[config.mk]
export PLATFORM = sky130hd
export DESIGN_NAME = cgra_bank_arbiter
export DESIGN_NICKNAME = d
export VERILOG_FILES = /design/src/rtl/cgra_bank_arb_pkg.sv /design/src/rtl/cgra_rr_arbiter.sv /design/src/rtl/cgra_bank_arbiter.sv
export SDC_FILE = /design/constraint.sdc
export NUM_CORES = 1
export LEC_CHECK = 0
export CORE_AREA = 2 2 123 125
export DETAILED_ROUTE_END_ITERATION = 12
export DIE_AREA = 0 0 125 127
export GPL_TIMING_DRIVEN = 0
export PLACE_DENSITY = 0.55
export SYNTH_ARGS = -nofsm -noshare
export SYNTH_HDL_FRONTEND = slang
export SYNTH_SLANG_ARGS = --single-unit
[constraint.sdc]
create_clock -name clk_i -period 5 [get_ports clk_i]
set_input_delay 0.75 -clock clk_i [delete_from_list [all_inputs] [get_ports clk_i]]
set_output_delay 0.75 -clock clk_i [all_outputs]
set_load 0.005 [all_outputs]
[src/rtl/cgra_bank_arb_pkg.sv]
// Shared constants and request type for the CGRA bank arbiter.
// Defining CGRA_BANK_ARB_RSP_REG_EN selects the two-cycle response path.
package cgra_bank_arb_pkg;

    localparam int MAX_PORTS   = 8;
    localparam int BANK_ADDR_W = 16;

`ifdef CGRA_BANK_ARB_RSP_REG_EN
    localparam int RSP_LATENCY = 2;
`else
    localparam int RSP_LATENCY = 1;
`endif

    typedef struct packed {
        logic                   we;
        logic [BANK_ADDR_W-1:0] addr;
        logic [31:0]            wdata;
        logic [3:0]             be;
    } bank_req_t;

    function automatic bank_req_t bank_req_idle();
        bank_req_t req_v;
        req_v = '0;
        return req_v;
    endfunction

endpackage

[src/rtl/cgra_rr_arbiter.sv]
// Generic round-robin one-hot arbiter; the pointer moves one past the last
// granted port and holds when nothing is requested.
module cgra_rr_arbiter
    import cgra_bank_arb_pkg::*;
#(
    parameter  int NumPorts = 4,
    localparam int PtrWidth = $clog2(NumPorts)
) (
    input  logic                clk_i,
    input  logic                rst_i,
    input  logic [NumPorts-1:0] req_i,
    output logic [NumPorts-1:0] gnt_o,
    output logic [PtrWidth-1:0] gnt_idx_o,
    output logic                gnt_valid_o
);

    logic [PtrWidth-1:0] ptr_r;
    logic [PtrWidth-1:0] ptr_nxt_s;
    logic [NumPorts-1:0] gnt_s;
    logic [PtrWidth-1:0] idx_s;
    logic                found_s;

    // Scan upward from the pointer, wrapping past the last port; reset blocks all grants.
    always_comb begin
        logic [PtrWidth:0] cand_v;
        gnt_s   = '0;
        idx_s   = '0;
        found_s = 1'b0;
        cand_v  = '0;
        if (rst_i) begin
            gnt_s   = '0;
            found_s = 1'b0;
        end else begin
            for (int i = 0; i < MAX_PORTS; i++) begin
                if (i < NumPorts) begin
                    cand_v = {1'b0, ptr_r} + (PtrWidth+1)'(i);
                    if (cand_v >= (PtrWidth+1)'(NumPorts)) begin
                        cand_v = cand_v - (PtrWidth+1)'(NumPorts);
                    end else begin
                        cand_v = cand_v;
                    end
                    if (!found_s && req_i[cand_v[PtrWidth-1:0]]) begin
                        found_s                     = 1'b1;
                        idx_s                       = cand_v[PtrWidth-1:0];
                        gnt_s[cand_v[PtrWidth-1:0]] = 1'b1;
                    end else begin
                        found_s = found_s;
                    end
                end else begin
                    cand_v = cand_v;
                end
            end
        end
    end

    // Next pointer: one past the winner, modulo the port count.
    always_comb begin
        ptr_nxt_s = ptr_r;
        if (found_s) begin
            if (idx_s == PtrWidth'(NumPorts - 1)) begin
                ptr_nxt_s = '0;
            end else begin
                ptr_nxt_s = idx_s + PtrWidth'(1);
            end
        end else begin
            ptr_nxt_s = ptr_r;
        end
    end

    // Priority pointer register.
    always_ff @(posedge clk_i) begin
        if (rst_i) begin
            ptr_r <= '0;
        end else begin
            ptr_r <= ptr_nxt_s;
        end
    end

    assign gnt_o       = gnt_s;
    assign gnt_idx_o   = idx_s;
    assign gnt_valid_o = found_s;

endmodule

[src/rtl/cgra_bank_arbiter.sv]
// Request-side arbiter in front of one single-ported CGRA SRAM bank.
// Optional macro CGRA_BANK_ARB_RSP_REG_EN adds a response register stage (latency 2).
module cgra_bank_arbiter
    import cgra_bank_arb_pkg::*;
#(
    parameter  int NumPorts  = 4,
    parameter  int NumWords  = 1024,
    localparam int AddrWidth = $clog2(NumWords),
    localparam int PtrWidth  = $clog2(NumPorts)
) (
    input  logic                          clk_i,
    input  logic                          rst_i,
    input  logic [NumPorts-1:0]           req_i,
    input  logic [NumPorts-1:0]           we_i,
    input  logic [NumPorts*AddrWidth-1:0] addr_i,
    input  logic [NumPorts*32-1:0]        wdata_i,
    input  logic [NumPorts*4-1:0]         be_i,
    output logic [NumPorts-1:0]           gnt_o,
    output logic [NumPorts-1:0]           rvalid_o,
    output logic [31:0]                   rdata_o,
    output logic                          sram_req_o,
    output logic                          sram_we_o,
    output logic [AddrWidth-1:0]          sram_addr_o,
    output logic [31:0]                   sram_wdata_o,
    output logic [3:0]                    sram_be_o,
    output logic                          sram_set_retentive_no,
    input  logic [31:0]                   sram_rdata_i
);

    bank_req_t           port_req_s [NumPorts];
    bank_req_t           sel_s;
    logic [NumPorts-1:0] gnt_s;
    logic [PtrWidth-1:0] gnt_idx_s;
    logic                gnt_valid_s;
    logic [NumPorts-1:0] rvalid1_r;
    logic                rd1_r;
    logic [NumPorts-1:0] rsp_valid_s;
    logic [31:0]         rsp_data_s;

    cgra_rr_arbiter #(
        .NumPorts(NumPorts)
    ) u_rr_arbiter (
        .clk_i      (clk_i),
        .rst_i      (rst_i),
        .req_i      (req_i),
        .gnt_o      (gnt_s),
        .gnt_idx_o  (gnt_idx_s),
        .gnt_valid_o(gnt_valid_s)
    );

    for (genvar k = 0; k < NumPorts; k++) begin : g_port_unpack
        assign port_req_s[k] = '{
            we:    we_i[k],
            addr:  BANK_ADDR_W'(addr_i[k*AddrWidth +: AddrWidth]),
            wdata: wdata_i[k*32 +: 32],
            be:    be_i[k*4 +: 4]
        };
    end

    // The bank field is wider than any legal address; the pad is zero by construction.
    if (AddrWidth < BANK_ADDR_W) begin : g_addr_pad
        logic [BANK_ADDR_W-AddrWidth-1:0] addr_pad_unused_s;
        assign addr_pad_unused_s = sel_s.addr[BANK_ADDR_W-1:AddrWidth];
    end

    // Route the granted port's payload to the bank; park the bus at zero when idle.
    always_comb begin
        sel_s = bank_req_idle();
        if (gnt_valid_s) begin
            sel_s = port_req_s[gnt_idx_s];
        end else begin
            sel_s = bank_req_idle();
        end
    end

    // Bank request strobe, suppressed during reset.
    always_comb begin
        sram_req_o = 1'b0;
        if (rst_i) begin
            sram_req_o = 1'b0;
        end else begin
            sram_req_o = |req_i;
        end
    end

    assign gnt_o                 = gnt_s;
    assign sram_we_o             = sel_s.we;
    assign sram_addr_o           = sel_s.addr[AddrWidth-1:0];
    assign sram_wdata_o          = sel_s.wdata;
    assign sram_be_o             = sel_s.be;
    assign sram_set_retentive_no = 1'b1;

    // First response stage: which port was accepted and whether it was a read.
    always_ff @(posedge clk_i) begin
        if (rst_i) begin
            rvalid1_r <= '0;
            rd1_r     <= 1'b0;
        end else begin
            rvalid1_r <= gnt_s & req_i;
            rd1_r     <= gnt_valid_s & ~sel_s.we;
        end
    end

    if (RSP_LATENCY == 2) begin : g_rsp_reg
        logic [NumPorts-1:0] rvalid2_r;
        logic [31:0]         rdata2_r;

        // Second response stage: capture bank data so the response leaves from flops.
        always_ff @(posedge clk_i) begin
            if (rst_i) begin
                rvalid2_r <= '0;
                rdata2_r  <= 32'h0000_0000;
            end else begin
                rvalid2_r <= rvalid1_r;
                rdata2_r  <= rd1_r ? sram_rdata_i : 32'h0000_0000;
            end
        end

        assign rsp_valid_s = rvalid2_r;
        assign rsp_data_s  = rdata2_r;
    end else begin : g_rsp_direct
        assign rsp_valid_s = rvalid1_r;
        assign rsp_data_s  = rd1_r ? sram_rdata_i : 32'h0000_0000;
    end

    // A response still in flight when reset arrives is dropped, not delivered.
    always_comb begin
        rvalid_o = '0;
        rdata_o  = 32'h0000_0000;
        if (rst_i) begin
            rvalid_o = '0;
            rdata_o  = 32'h0000_0000;
        end else begin
            rvalid_o = rsp_valid_s;
            rdata_o  = rsp_data_s;
        end
    end

endmodule

* Yosys cells after proc, flatten, opt, wreduce, memory -nomap -nowiden *
Index checks and enable logic that the tools add are counted.

storage, ports and cells
  bits in registers = 7
  bits of input ports = 226
  output and inout port bits = 89
  logic and storage cells = 97

operators by class
  add/sub/neg operators = 8
  $lt $le $gt $ge = 13
  equality and inequality tests = 1
  mux-type cells = 54
  bitwise operators = 7
  reduce and logical (&&, ||, !) cells = 11

operators by type and width
  cell                                                                          number
  53-bit 2-to-1 mux                                                             3
  53-bit binary-select mux with 2-bit select                                    1
  32-bit 2-to-1 mux                                                             2
  4-bit 2-to-1 mux                                                              9
  2-bit 2-to-1 mux                                                              14
  1-bit 2-to-1 mux                                                              17
  3-bit >= comparator, second input constant                                    4
  2-bit by 3-bit less-than comparator with 1-bit output, second input constant  4
  4-bit bitwise OR                                                              3
  1-bit binary-select mux with 2-bit select                                     4
  1-bit demux with 2-bit select                                                 4
  2-bit by 1-bit >= comparator with 1-bit output, second input constant         4
  2-bit by 1-bit subtractor with 2-bit output, second input constant            4
  1-bit logical AND                                                             7
  2-bit by 2-bit adder with 3-bit output, second input constant                 2
  4-bit AND                                                                     1
  4-bit OR reduction                                                            1
  2-bit by 1-bit adder with 3-bit output, second input constant                 1
  2-bit by 3-bit >= comparator with 1-bit output, second input constant         1
  1-bit logical NOT                                                             3
  2-bit NOT with 3-bit output                                                   1
  2-bit by 1-bit adder with 2-bit output, second input constant                 1
  2-bit equality test, second input constant                                    1
  1-bit AND                                                                     1
  1-bit NOT                                                                     1

* Longest topological paths before layout *
  depth after elaboration = 26
  depth in mapped cells = 13
  depth with buffers taken out = 8

* By module *
Synthesis repeated with hierarchy kept, for this count alone.

unflattened totals
  cells, all modules = 294
  area, all modules = 2444.8 um^2

by module, submodules not included
  module             times used  cells an instance  area an instance (um^2)  seq. area each (um^2)
  cgra_bank_arbiter  1           221                1873.0                   100.1
  cgra_rr_arbiter    1           73                 571.8                    40.0

* Worst setup path after synthesis *
Ideal clock, no wire load.

  path kind = reg-to-output
  from = register u_rr_arbiter.ptr_r[0]
  to = output sram_addr_o[0]
  data arrival time = 2.793 ns
  data required time = 4.250 ns
  slack = 1.457 ns
  cell stages (with the launch flop) = 14
  buffers on the path = 5
  cells stage by stage = dfxtp_1 > buf_2 > inv_1 > ha_1 > clkbuf_1 > mux4_2 > nor2b_4 > o21ai_2 > and2_1 > buf_6 > buf_8 > buf_8 > mux2i_1 > o22ai_1

on the way
  word-level cells in the longest chain between the ends = 24
  elaborated cells between the ends (all ways) = 51
  those cells by class = 7 x add/sub; 4 x order compare; 33 x mux; 1 x bitwise; 6 x reduce/logical

ends and longest elaborated chain
  item                                                                                                                  RTL line                                      source
  from (decl)                                                                                                           cgra_rr_arbiter.sv:17                         logic [PtrWidth-1:0] ptr_r;
  from (signal assigned)                                                                                                cgra_rr_arbiter.sv:75                         ptr_r <= ptr_nxt_s;
  2-bit by 3-bit >= comparator with 1-bit output / 2-bit by 1-bit subtractor with 2-bit output (equally long branches)  cgra_rr_arbiter.sv:37, cgra_rr_arbiter.sv:38
  2-bit 2-to-1 mux                                                                                                      cgra_rr_arbiter.sv:37                         if (cand_v >= (PtrWidth+1)'(NumPorts)) begin
  2-bit 2-to-1 mux                                                                                                      cgra_rr_arbiter.sv:30                         if (rst_i) begin
  1-bit binary-select mux with 2-bit select                                                                             cgra_rr_arbiter.sv:42                         if (!found_s && req_i[cand_v[PtrWidth-1:0]]) begin
  1-bit 2-to-1 mux (implied by the code)                                                                                cgra_rr_arbiter.sv:42
  1-bit 2-to-1 mux                                                                                                      cgra_rr_arbiter.sv:42
  1-bit 2-to-1 mux                                                                                                      cgra_rr_arbiter.sv:30
  1-bit logical NOT                                                                                                     cgra_rr_arbiter.sv:42
  [... 7 more ...]                                                                                                      n/a
  1-bit logical NOT                                                                                                     cgra_rr_arbiter.sv:42
  1-bit logical AND                                                                                                     cgra_rr_arbiter.sv:42
  2-bit 2-to-1 mux                                                                                                      cgra_rr_arbiter.sv:42
  2-bit 2-to-1 mux                                                                                                      cgra_rr_arbiter.sv:30
  2-bit NOT with 3-bit output (implied by the code)                                                                     cgra_bank_arbiter.sv:70                       sel_s = port_req_s[gnt_idx_s];
  53-bit binary-select mux with 2-bit select                                                                            cgra_bank_arbiter.sv:70
  53-bit 2-to-1 mux (implied by the code) (2 in a row)                                                                  cgra_bank_arbiter.sv:70
  53-bit 2-to-1 mux *                                                                                                   cgra_bank_arbiter.sv:69                       if (gnt_valid_s) begin
  to (decl)                                                                                                             cgra_bank_arbiter.sv:23                       output logic [AddrWidth-1:0] sram_addr_o,

Mark *: on every way between the ends. The rest lies on a longest branch, timed or not. The select of a mux whose other input is x is not followed.

* Worst setup path in the final report *
  from = register u_rr_arbiter.ptr_r[0]
  to = output sram_wdata_o[14]

on the way
  word-level cells in the longest chain between the ends = 24
  elaborated cells between the ends (all ways) = 51
  those cells by class = 7 x add/sub; 4 x order compare; 33 x mux; 1 x bitwise; 6 x reduce/logical

ends and longest elaborated chain
  item                                                                                                                  RTL line                                      source
  2-bit by 3-bit >= comparator with 1-bit output / 2-bit by 1-bit subtractor with 2-bit output (equally long branches)  cgra_rr_arbiter.sv:37, cgra_rr_arbiter.sv:38
  2-bit 2-to-1 mux                                                                                                      cgra_rr_arbiter.sv:37
  2-bit 2-to-1 mux                                                                                                      cgra_rr_arbiter.sv:30
  1-bit binary-select mux with 2-bit select                                                                             cgra_rr_arbiter.sv:42
  1-bit 2-to-1 mux (implied by the code)                                                                                cgra_rr_arbiter.sv:42
  1-bit 2-to-1 mux                                                                                                      cgra_rr_arbiter.sv:42
  1-bit 2-to-1 mux                                                                                                      cgra_rr_arbiter.sv:30
  1-bit logical NOT                                                                                                     cgra_rr_arbiter.sv:42
  [... 7 more ...]                                                                                                      n/a
  1-bit logical NOT                                                                                                     cgra_rr_arbiter.sv:42
  1-bit logical AND                                                                                                     cgra_rr_arbiter.sv:42
  2-bit 2-to-1 mux                                                                                                      cgra_rr_arbiter.sv:42
  2-bit 2-to-1 mux                                                                                                      cgra_rr_arbiter.sv:30
  2-bit NOT with 3-bit output (implied by the code)                                                                     cgra_bank_arbiter.sv:70
  53-bit binary-select mux with 2-bit select                                                                            cgra_bank_arbiter.sv:70
  53-bit 2-to-1 mux (implied by the code) (2 in a row)                                                                  cgra_bank_arbiter.sv:70
  53-bit 2-to-1 mux *                                                                                                   cgra_bank_arbiter.sv:69
  to (decl)                                                                                                             cgra_bank_arbiter.sv:24                       output logic [31:0] sram_wdata_o,

Marks and branches as above.

==> implementation parameters <==
Parameter                              Value

Critical path
  CP max-delay cell    clkdlybuf4s50_1
  Worst Path Arrival    4.06 ns
  Family with the most delay on the worst path    buffers and inverters
  Data required time of the worst path    4.25 ns
  Crit Path Max Fanout    10
  Slowest cell delay on critical path    0.57 ns
  Cell with the most instances on the worst path    buf_8
  CP Buf/Inv Count    7
  Crit path cell chain    buf_2 > inv_1 > ha_1 > clkbuf_1 > mux4_2 > nor2b_4 > o21ai_2 > and2_1 > buf_6 > buf_8 > buf_8 > mux2i_1 > o22ai_1 > clkdlybuf4s50_1
  Endpoint type of the worst setup path    output pin
  Startpoint class of the critical path    flip-flop
  Crit Path Category    reg2out

Yosys
  Synth Net Count    528
  Gate count after technology mapping    294
  Top cell type's share of synthesized area    39.1%
  Mapped Area    2360 µm²
  Share of flip-flops with an asynchronous set or reset after synthesis    0%
  Most used flip-flop cell after synthesis    dfxtp_1
  Post-synth EDFFs    0
  Average instance area after synthesis    8.01 µm²
  Biggest area consumer among synthesized cells    mux2i_1
  Number of synthesized register bits    7
  Sequential area share after synthesis    5.95%
  Number of unique standard cell types used by synthesis    37
  Syn. warnings    0
  Ranking of synthesized cells by area    mux2i_1 39%, o22ai_1 14%, and2_1 8.8%, dfxtp_1 5.9%, ha_1 4.2%

STA
  Setup repair after global routing missed its margin    false
  Final critical-path required period    4.81 ns
  Slew margin rel.    61.1%
  Setup TNS    0 ns
  Final number of hold-violating endpoints    0
  Pin slew with the least headroom to its limit    0.583 ns
  Worst clock skew    0.00320 ns
  Final-layout worst hold slack    0.662 ns
  Fin worst setup slack    0.194 ns
  Final number of setup-violating endpoints    0
  Highest attainable clock frequency    0.208 GHz
  Share of the clock period used by the worst path    96.1%
  Final number of max-transition violations    0

Global routing
  Number of global-route vias before repair    3710
  Largest net degree at the start of global routing    11
  Initial antenna violation count    3
  Total congestion overflow    0
  First-pass GRT wire length    21700 µm
  Global-route usage over all layers    17.8%

Clock network
  Clock tree from TritonCTS    yes
  TritonCTS Buffers    3
  Clock tree root driver cell    clkbuf_16
  Maximum buffer depth of the clock tree    2
  Skew-Pair Late Insertion Delay    0.23 ns
  Htree depth    1
  Quantity of hold-fixing buffers added after cts    0
  Clock Pin Slew Worst Setup and Hold Paths    0.03 ns
  Clk sink count    7

Route
  Number of detailed-routing iterations run before antenna repair    6
  Via count    3569
  Length of routed wiring on met1    5440 µm
  Post-detailed-route wirelength per cell    19.2 µm
  Routed met2 length    8440 µm
  Antenna Nets Post-Route    0
  Starting DRT DRC Count    99
  Post-detailed-route DRC marker count    0
  Routed wire length on met3    1300 µm
  Aggregate routed wire length    15300 µm
  Vias per cell    4.48
  Top routing layer in use    met4

Cells and area
  Multi-input logic area    2000 µm²
  Post-route insts no fill    797
  P&R area growth vs syn    146%
  Number of nets in the layout    845
  Summed area of non-filler cells in the final layout    5800 µm²
  Share of cells above drive strength 1    3.93%
  Flip-flop and latch area    141 µm²
  Fill cell count    1493

Floorplanning
  Starting density of the core    16.3%
  Overall die width    125 µm
  IO Pins    315
  Core area    14400 µm²
  Core Rows    44
  Die Area    15900 µm²
  Die span in y    127 µm

Pwr
  Peak supply drop    197 µV
  Power Density    420 nW/µm²
  Leakage power figure    2.43 nW

Run
  Max-Cap Viols    0

Placed design
  Placed Instance Area    5710 µm²
  Port Buffer Count    312
  Number of placed instances, taps included    790
  Detailed placer's ending HPWL    13500 µm
  Post-Place Setup Slack    0.210 ns
  Final weighted congestion in routability-driven placement    0.916

Worst hold path
  Class of the most critical hold timing path    reg2reg

Run status
  Outcome    completed
-- area by class of cell --
cell class                 instances  area share (%)
tap                              184            3.97
inverter                           4           0.259
multi-input combinational        253            34.5
antenna                            3           0.129
buffer                            30            3.47
timing repair buffer             312            53.9
clock buffer                       4            1.36
sequential                         7            2.44
-- sequential cells by signal, summed over array words and instances (netlist names) --
name,cells
rd1_r,1
rsp_valid_s,4
u_rr_arbiter.ptr_r,2
-- per-layer routing --
metal  vias to the layer above  track usage (%)
met5                         -                0
met4                         0             2.16
met3                         8             5.49
met2                       191             35.4
met1                      1626             18.7
li1                       1744                -
-- cell usage in the layout, fill, tap and decap left out, drive strengths merged, types with 2 or more instances in the layout --
master         instances
a21oi                  9
a221oi                 4
a22oi                  4
and2                  33
buf                   12
clkbuf                22
clkdlybuf4s50        312
dfxtp                  7
diode                  3
ha                     8
inv                    4
mux2i                 92
mux4                   3
nand2                  6
nand2b                 4
nor2                  13
nor2b                  6
nor3                   2
nor3b                  3
o21ai                  4
o22ai                 51
-- final timing paths --
kind	start	slack (ns)	cells past startpoint	to
setup / recovery	u_rr_arbiter.ptr_r[0]	0.19	14	sram_wdata_o[14]
hold / removal	u_rr_arbiter.ptr_r[1]	0.66	2	u_rr_arbiter.ptr_r[1]
setup reg to reg	u_rr_arbiter.ptr_r[0]	1.81	11	rd1_r
hold reg to reg	u_rr_arbiter.ptr_r[1]	0.66	2	u_rr_arbiter.ptr_r[1]
-- synth_stat cells, types with 2 or more instances --
master and n:
mux2i_1 92, o21ai_0 2, inv_1 4, dfxtp_1 7, ha_1 8, o22ai_1 51, clkbuf_1 16, nor2_1 13
nor2b_1 5, buf_4 5, a22oi_1 4, nand2_1 6, and2_1 33, buf_6 2, nor3b_1 3, nor3_1 2
buf_8 4, mux4_2 3, nand2b_1 4, clkbuf_4 2, a221oi_1 4, a21oi_1 9
-- what timing repair did --
item	CTS	global route
endpoints found under the setup margin	3	13
setup buffers	0	0
gates resized for setup	1	1
endpoints found under the hold margin	0	0
-- metrics by stage --
stage	power [W]	utilization (%)
global route	0.00262	40.2
floorplan	0.00140	-
detailed placement	0.00232	39.6
global placement	0.00230	39.6
CTS	0.00247	40.1
finish	0.00244	40.2
-- worst reg2reg max path, delay by kind of cell (launching register included) --
kind	cells	cell delay, ns
DFF	1	0.43
muxes	1	0.47
AOI/OAI and AO/OA	2	0.57
buffers and inverters	5	1.03
adders and majority gates	1	0.30
and+or+nand+nor	2	0.27
-- kinds of logic after synthesis --
family,count (synthesis),synth area share (%)
compound gates,78,21.3
xor+xnor,1,0.372
fa+ha+maj,8,4.25
buf+inv,34,9.13
flops,7,5.95
mux,95,42.0
other cells,1,0.159
simple gates,70,16.9
-- power by group --
group	switching (W)	internal [W]	total, W
Combinational	0.000986	0.00122	0.00221
Clock	0.0000285	0.000106	0.000134
Sequential	0.0000234	0.0000737	0.0000971
Power figures use the tool's default switching activity.
